File: config.mk
export PLATFORM = sky130hd
export DESIGN_NAME = sync_fifo
export DESIGN_NICKNAME = d
export VERILOG_FILES = /design/src/rtl/sync_fifo_pkg.sv /design/src/rtl/sync_fifo_ram.sv /design/src/rtl/sync_fifo.sv
export SDC_FILE = /design/constraint.sdc
export NUM_CORES = 1
export LEC_CHECK = 0
export ABC_CLOCK_PERIOD_IN_PS = 2900
export BUFFER_PORTS_ARGS = -buffer_cell sky130_fd_sc_hd__buf_2
export CAP_MARGIN = 15
export CORE_UTILIZATION = 45
export DETAILED_ROUTE_END_ITERATION = 8
export GPL_TIMING_DRIVEN = 0
export MAX_ROUTING_LAYER = met4
export PLACE_DENSITY = 0.67
export SETUP_SLACK_MARGIN = 0.2
export SLEW_MARGIN = 10
export SYNTH_ARGS = -nofsm -noshare
export SYNTH_HDL_FRONTEND = slang
export SYNTH_SLANG_ARGS = --single-unit
File: constraint.sdc
create_clock -name clk -period 2.9 [get_ports clk]
set_input_delay 0.145 -clock clk [delete_from_list [all_inputs] [get_ports clk]]
set_output_delay 0.145 -clock clk [all_outputs]
set_load 0.02 [all_outputs]
File: src/rtl/sync_fifo_pkg.sv
// Shared definitions for sync_fifo: operation encoding, depth/pointer-width
// derivation and parameter legality rules.
package sync_fifo_pkg;

    typedef enum logic [1:0] {
        OP_NONE = 2'b00,
        OP_RD   = 2'b01,
        OP_WR   = 2'b10,
        OP_BOTH = 2'b11
    } fifo_op_e;

    localparam int W_MIN    = 1;
    localparam int W_MAX    = 64;
    localparam int LOGD_MIN = 1;
    localparam int LOGD_MAX = 12;

    function automatic int fifo_depth(input int logd);
        return 1 << logd;
    endfunction

    // One extra pointer bit separates the full case from the empty case.
    function automatic int ptr_width(input int logd);
        return logd + 1;
    endfunction

    function automatic bit params_legal(input int w, input int logd,
                                        input int af, input int ae);
        bit ok;
        ok = 1'b1;
        if (w < W_MIN || w > W_MAX) begin
            ok = 1'b0;
        end else begin
            ok = ok;
        end
        if (logd < LOGD_MIN || logd > LOGD_MAX) begin
            ok = 1'b0;
        end else begin
            ok = ok;
        end
        if (af < 1 || af > fifo_depth(logd)) begin
            ok = 1'b0;
        end else begin
            ok = ok;
        end
        if (ae < 0 || ae > fifo_depth(logd) - 1) begin
            ok = 1'b0;
        end else begin
            ok = ok;
        end
        return ok;
    endfunction

endpackage

File: src/rtl/sync_fifo_ram.sv
// Storage for sync_fifo: one synchronous write port, one asynchronous read port.
// The array is deliberately not reset.
module sync_fifo_ram
    import sync_fifo_pkg::*;
#(
    parameter int W    = 8,
    parameter int LOGD = 7
) (
    input  logic            clk,
    input  logic            we,
    input  logic [LOGD-1:0] waddr,
    input  logic [W-1:0]    wdata,
    input  logic [LOGD-1:0] raddr,
    output logic [W-1:0]    rdata
);

    localparam int D = fifo_depth(LOGD);

    logic [W-1:0] mem [D];

    // Write port: only accepted writes touch the array.
    always_ff @(posedge clk) begin
        if (we) begin
            mem[waddr] <= wdata;
        end
    end

    assign rdata = mem[raddr];

endmodule

File: src/rtl/sync_fifo.sv
// First-word-fall-through synchronous FIFO with registered level flags.
// Define SYNC_FIFO_ERR_EN to build the sticky overflow/underflow flags.
module sync_fifo
    import sync_fifo_pkg::*;
#(
    parameter int W         = 8,
    parameter int LOGD      = 7,
    parameter int AF_THRESH = fifo_depth(LOGD) - 2,
    parameter int AE_THRESH = 2
) (
    input  logic          clk,
    input  logic          i_rst,
    input  logic          i_wr,
    input  logic [W-1:0]  i_data,
    input  logic          i_rd,
    output logic [W-1:0]  o_data,
    output logic          o_full,
    output logic          o_empty,
    output logic          o_afull,
    output logic          o_aempty,
    output logic [LOGD:0] o_count,
    output logic          o_overflow,
    output logic          o_underflow
);

    localparam int PW = ptr_width(LOGD);

    localparam logic [PW-1:0] PTR_ONE = {{LOGD{1'b0}}, 1'b1};
    localparam logic [PW-1:0] CNT_D   = {1'b1, {LOGD{1'b0}}};
    localparam logic [PW-1:0] AF_T    = AF_THRESH[PW-1:0];
    localparam logic [PW-1:0] AE_T    = AE_THRESH[PW-1:0];
    localparam logic          AF_RST  = (AF_THRESH == 0) ? 1'b1 : 1'b0;

    generate
        if (!params_legal(W, LOGD, AF_THRESH, AE_THRESH)) begin : g_bad_params
            $fatal(1, "sync_fifo: illegal parameter combination");
        end
    endgenerate

    logic [PW-1:0] wr_ptr_q, wr_ptr_d;
    logic [PW-1:0] rd_ptr_q, rd_ptr_d;
    logic [PW-1:0] count_q,  count_d;
    logic          full_q,   full_d;
    logic          empty_q,  empty_d;
    logic          afull_q,  afull_d;
    logic          aempty_q, aempty_d;

    logic     rd_ok_s;
    logic     wr_ok_s;
    fifo_op_e op_s;

    // A read needs stored data; a write to a full FIFO rides on an accepted read.
    assign rd_ok_s = i_rd && !empty_q;
    assign wr_ok_s = i_wr && (!full_q || rd_ok_s);
    assign op_s    = fifo_op_e'({wr_ok_s, rd_ok_s});

    // Next pointers, count and level flags derived from the accepted operations.
    always_comb begin
        wr_ptr_d = wr_ptr_q;
        rd_ptr_d = rd_ptr_q;
        count_d  = count_q;
        case (op_s)
            OP_WR: begin
                wr_ptr_d = wr_ptr_q + PTR_ONE;
                count_d  = count_q + PTR_ONE;
            end
            OP_RD: begin
                rd_ptr_d = rd_ptr_q + PTR_ONE;
                count_d  = count_q - PTR_ONE;
            end
            OP_BOTH: begin
                wr_ptr_d = wr_ptr_q + PTR_ONE;
                rd_ptr_d = rd_ptr_q + PTR_ONE;
                count_d  = count_q;
            end
            default: begin
                wr_ptr_d = wr_ptr_q;
                rd_ptr_d = rd_ptr_q;
                count_d  = count_q;
            end
        endcase
        full_d   = (count_d == CNT_D);
        empty_d  = (count_d == {PW{1'b0}});
        afull_d  = (count_d >= AF_T);
        aempty_d = (count_d <= AE_T);
    end

    // State registers; reset wins over any concurrent request.
    always_ff @(posedge clk) begin
        if (i_rst) begin
            wr_ptr_q <= {PW{1'b0}};
            rd_ptr_q <= {PW{1'b0}};
            count_q  <= {PW{1'b0}};
            full_q   <= 1'b0;
            empty_q  <= 1'b1;
            afull_q  <= AF_RST;
            aempty_q <= 1'b1;
        end else begin
            wr_ptr_q <= wr_ptr_d;
            rd_ptr_q <= rd_ptr_d;
            count_q  <= count_d;
            full_q   <= full_d;
            empty_q  <= empty_d;
            afull_q  <= afull_d;
            aempty_q <= aempty_d;
        end
    end

`ifdef SYNC_FIFO_ERR_EN
    logic overflow_q,  overflow_d;
    logic underflow_q, underflow_d;

    // Sticky error flags: set on any rejected request, cleared only by reset.
    always_comb begin
        overflow_d  = overflow_q  | (i_wr && !wr_ok_s);
        underflow_d = underflow_q | (i_rd && !rd_ok_s);
    end

    // Error flag registers.
    always_ff @(posedge clk) begin
        if (i_rst) begin
            overflow_q  <= 1'b0;
            underflow_q <= 1'b0;
        end else begin
            overflow_q  <= overflow_d;
            underflow_q <= underflow_d;
        end
    end

    assign o_overflow  = overflow_q;
    assign o_underflow = underflow_q;
`else
    assign o_overflow  = 1'b0;
    assign o_underflow = 1'b0;
`endif

    sync_fifo_ram #(
        .W    (W),
        .LOGD (LOGD)
    ) u_ram (
        .clk   (clk),
        .we    (wr_ok_s),
        .waddr (wr_ptr_q[LOGD-1:0]),
        .wdata (i_data),
        .raddr (rd_ptr_q[LOGD-1:0]),
        .rdata (o_data)
    );

    assign o_full   = full_q;
    assign o_empty  = empty_q;
    assign o_afull  = afull_q;
    assign o_aempty = aempty_q;
    assign o_count  = count_q;

endmodule

== Word-level counts from Yosys, hierarchy flattened ==
Memories as Yosys holds them, arrays and structs flattened. A register that Yosys moved wholly into a read port is not among the register bits.
Cells that the tools add are included.

* Register bits after elaboration: 28
* Bits in writable memories: 1024
* Output and inout port bits: 22
* Memories: 1

* Add/sub/neg operators: 4
* $lt $le $gt $ge: 2
* Equality and inequality tests: 4
* Muxes and demuxes: 5
* Reduce and logical (&&, ||, !) cells: 8

{| class="wikitable"
|+ Memory list
! memory !! depth !! width !! read ports !! clocked after Yosys merged registers in !! write ports !! RTL line !! RTL
|-
| u_ram.mem || 128 || 8 || 1 || 1 || 1 || sync_fifo_ram.sv:19 || <nowiki>logic [W-1:0] mem [D];</nowiki>
|}

{| class="wikitable"
|+ Operators with widths
! kind !! count
|-
| adder 8 x 1 -> 8 bit (second input constant) || 3
|-
| one-hot mux 8 bit (2 select lines) || 1
|-
| 2-to-1 mux 7 bit || 2
|-
| == test 8 bit (second input constant) || 1
|-
| greater-or-equal comparator 8 x 7 -> 1 bit (second input constant) || 1
|-
| less-or-equal comparator 8 x 2 -> 1 bit (second input constant) || 1
|-
| zero test 8 bit || 1
|-
| subtractor 8 x 1 -> 8 bit (second input constant) || 1
|-
| == test 2 bit (second input constant) || 2
|-
| OR reduction 2 bit || 2
|-
| == test 2 x 1 -> 1 bit (second input constant) || 1
|-
| logical AND 1 bit || 2
|-
| zero test 1 bit || 2
|-
| 2-to-1 mux 1 bit || 2
|-
| logical OR 1 bit || 1
|}

== Depth between registers and ports, before layout ==
* Depth after elaboration: 8
* Depth in mapped cells: 14

== Hierarchy ==
A second synthesis with hierarchy kept.

* Cell total of the unflattened synthesis: 1835
* Area, all modules: 41257.1 um^2

{| class="wikitable"
|+ By module, submodules not included
! module !! instances !! cells an instance !! area an instance (um^2) !! seq. area each (um^2)
|-
| sync_fifo_ram || 1 || 1627 || 39505.4 || 30749.5
|-
| sync_fifo || 1 || 208 || 1751.7 || 520.5
|}

== Least setup slack after synthesis ==
No wires, ideal clock.

* Path type: reg2reg
* Start: register empty_q, in the netlist o_empty
* End: register empty_q, in the netlist o_empty
* Setup time: 96 ps
* Data arrival time: 3014 ps
* Data required time: 2804 ps
* Slack: -210 ps
* Stages on the path, launching flop included: 15
* Buffers on the path: 2
* Clock period less this slack: 3110 ps
* Cells stage by stage: dfxtp_1 > nand2b_1 > nand2_1 > nand2_1 > ha_1 > buf_4 > buf_2 > xor2_1 > ha_1 > or3_1 > a21oi_1 > or4_1 > a21oi_2 > nand4_1 > o41ai_2

* Cells in the longest elaborated chain, start to end: 7
* Elaborated cells between the ends (all ways): 8

{| class="wikitable"
|+ RTL lines
! item !! RTL line !! RTL
|-
| from (decl) || sync_fifo.sv:44 || <nowiki>logic empty_q, empty_d;</nowiki>
|-
| from (signal assigned) || sync_fifo.sv:103 || <nowiki>empty_q <= empty_d;</nowiki>
|-
| zero test 1 bit * || sync_fifo.sv:53 || <nowiki>assign rd_ok_s = i_rd && !empty_q;</nowiki>
|-
| logical AND 1 bit * || sync_fifo.sv:53 ||
|-
| logical OR 1 bit || sync_fifo.sv:54 || <nowiki>assign wr_ok_s = i_wr && (!full_q || rd_ok_s);</nowiki>
|-
| logical AND 1 bit || sync_fifo.sv:54 ||
|-
| == test 2 x 1 -> 1 bit or == test 2 bit (tied branches) || sync_fifo.sv:62 || <nowiki>case (op_s)</nowiki>
|-
| one-hot mux 8 bit (2 select lines) * || sync_fifo.sv:62 ||
|-
| zero test 8 bit * || sync_fifo.sv:83 || <nowiki>empty_d = (count_d == {PW{1'b0}});</nowiki>
|}

Mark *: on every way between the ends. The rest lies on a longest branch, timed or not.
A chain may end at the register's enable or synchronous reset.

==> impl_metrics.tcl <==
set metrics [dict create \
    reg2regPathDepth 15 \
    rsz0062_at_grt "true" \
    ys_seq_area_share_pct 76.2 \
    worstMarginPinSlew_ns 1.04 \
    p_per_area_nw_per_um2 732 \
    grt_util_all_layers_pct 22.2 \
    hold-worst-slack_ns 0.0392 \
    synth_cell_type_count 64 \
    hold_depth 1 \
    synth_compound_area_share_pct 1.43 \
    routed_wl_um 100000 \
    yosys_warnings 0 \
    worstHoldStart "i_data[0]" \
    swShare_pct 23.9 \
    fmax_mhz 292 \
    design_area_um2 49000 \
    cts_tree "done" \
    drtPass1Iterations 7 \
    place_congestion 0.874 \
    max-slew-margin-rel_pct 30.6 \
    violations "negative setup slack" \
    worst_ep_arrival_time_ns 3.28 \
    hold_class "in -> reg" \
    power_frac_comb_pct 14.7 \
    r2r-end "o_empty" \
    end_kind "output pin" \
    placementRows 110 \
    dpl.hpwl_um 64100 \
    die_h_um 305 \
    utilization_pct 54.2 \
    reg2reg_setup_slack_ns -0.11 \
    skew_ns 0.0294 \
    vias 20289 \
    layout_worst_path_cycle_share_pct 118 \
    drc 0 \
    switchingPower_w 0.00859 \
    hold_viol 0 \
    cts_root_buf "clkbuf_16" \
    cts_buffers 105 \
    fin_cells 3320 \
    path_max_fanout 5 \
    layout.nets 2072 \
    reg2reg_from "o_empty" \
    synth_top_family_by_area "multiplexers" \
    leakage_nw 14.7 \
    grt_antenna_before_repair 1 \
    htreeDepth 3 \
    netlist.area_leader.share_pct 74.6 \
    post-route-min-period_ns 3.43 \
    cts_sinks 1057 \
    die-area_um2 92900 \
    clock_latency_ns 0.69 \
    clk_pin_slew_ns 0.06 \
    ys_async_sr_fraction_pct 0 \
    synthTopCellsByArea "edfxtp_1 75%, mux4_2 17%, dfxtp_1 1.6%, nor2_1 1.5%, o22ai_1 0.49%" \
    timing.final.ws_setup_ns -0.525 \
    worst-endpoint-required_ns 2.76 \
    core_um2 90400 \
    p_total_w 0.0359 \
    drv_slew 0 \
    drt_iter0_drc 2448 \
    ys_ff_latch 1057 \
    max-cap-violations 0 \
    clkPwrFrac_pct 38.1 \
    start_util_pct 45.6 \
    status "finished, violations left" \
    port_buffers 30 \
    worstSetupStartpointType "register" \
    grt_max_degree 89 \
    synthCells 1869 \
    drt-wirelength-per-cell_um 30.2 \
    synth_area_leader_cell "edfxtp_1" \
    syn_area_um2 41200 \
    overflow 0 \
    synth_xor_area_share_pct 0.340 \
    yosys.area_share.simple_pct 3.00 \
    place_area_um2 43200 \
    dp.cells 3084 \
    hold_path_end "u_ram.mem[67][0]" \
    pin_count 34 \
    ant_nets 0 \
    worstSetupPathType "reg -> out" \
    grt_pass1_vias 20702 \
    avgSynthCellArea_um2 22.1 \
    finalSetupViolCount 10 \
    synth_flop_cell "edfxtp_1" \
    drive_gt1_share_pct 38.0 \
    die_w_um 305 \
    areaGrowthSynthToFinish_pct 18.8 \
    cts_buffer_depth 3 \
    pwr-share-seq_pct 47.2 \
    synth-adder-area-share_pct 0.212 \
    synthMuxAreaShare_pct 17.5 \
    vdd_drop_max_mv 0.503 \
    p_int_w 0.0273 \
    grt_pass1_wl_um 144000 \
    synth_edf_count 1024 \
    vias_per_cell 6.11 \
]
## cell families after synthesis
group                      Yosys count
other                                1
adders and majority gates            7
DFF                               1057
AOI/OAI and AO/OA                   83
and+or+nand+nor                    271
muxes                              323
xor gates and xnor gates            16
buffers and inverters              111
## layout make-up
| type | count | area (um^2) |
|---|---|---|
| clock inverters | 69 | 708 |
| flip-flops and latches | 1057 | 31400 |
| multi-input cells | 702 | 10600 |
| well taps | 1176 | 1470 |
| clock buffers | 128 | 2770 |
| repair buffers | 77 | 910 |
| diodes | 1 | 2.50 |
| fillers | 6564 | 41400 |
| plain buffers | 104 | 1060 |
| inverters | 6 | 30.0 |
## state kept, by name (all words and copies together) (netlist names), named ones only
signal,count
u_ram.mem,1024
o_count,8
rd_ptr_q,7
wr_ptr_q,7
o_aempty,1
o_afull,1
o_empty,1
o_full,1
## critical path, cell delays in order (launching register included)
cell and delay [ns]:
dfxtp_2 0.35, buf_12 0.15, buf_12 0.13, clkbuf_16 0.18, clkbuf_16 0.16, mux4_2 0.54
mux4_2 0.54, o22ai_4 0.26, nor4_4 0.10, buf_4 0.18
## cells in the final DEF, fill, tap and decap left out, types with 23 or more instances in the layout
cell type	synthesis	layout
mux4_2	320	320
clkbuf_16	0	113
clkinv_1	0	23
nand2_1	35	30
nor2_4	0	79
clkbuf_1	34	28
buf_2	32	26
edfxtp_1	1024	1024
dfxtp_1	33	30
nor2_1	160	61
buf_4	14	51
o22ai_4	0	23
## stage by stage
stage / setup slack (ns) / setup TNS, ns
after floorplan: 0.171 / 0
after global placement: -0.964 / -81.65
after detailed placement: -1.06 / -134.22
after CTS: -0.534 / -4.34
after global routing: -0.567 / -4.84
final: -0.525 / -4.05
## cell usage after synthesis (9+ instances only)
cell      instances
dfxtp_1          33
nand3_1          15
buf_4            14
nand2_1          35
nor4_1            9
o22ai_1          32
buf_1            21
xor2_1           10
nor2_1          160
edfxtp_1       1024
a21oi_1          12
mux4_2          320
buf_2            32
nor2b_1          11
clkbuf_1         34
## per-layer routing
layer	wire length [um]	track usage, %
met5	0	-
met4	2420	6.32
met3	8120	3.87
met2	50100	35.2
met1	39500	29.7
## timing repair
action                     in CTS  in global routing
resized for setup             387                 97
buffers inserted               11                 10
pin swaps                      26                 22
cloned                          3                  6
setup endpoints to repair     744                365
hold buffers                    9                  0
hold endpoints to repair      271                  0
## worst max path at each step
stage	start	to	slack [ns]
6_report	register	o_data[4]	-0.53
5_1_grt	register	o_data[4]	-0.57
4_1_cts	register	o_data[3]	-0.53
3_5_place_dp	register	o_data[1]	-1.06
3_3_place_gp	register	o_data[1]	-0.96
2_1_floorplan	o_empty	o_empty	0.17
## power groups by stage
stage | logic, W | clock network (W) | registers (W)
3_5_place_dp | 0.00411 | 0 | 0.0173
5_1_grt | 0.00551 | 0.0144 | 0.0169
2_1_floorplan | 0.00268 | 0 | 0.0173
6_report | 0.00526 | 0.0137 | 0.0169
3_3_place_gp | 0.00399 | 0 | 0.0173
4_1_cts | 0.00486 | 0.0138 | 0.0169
(Power assumes the default switching activity.)
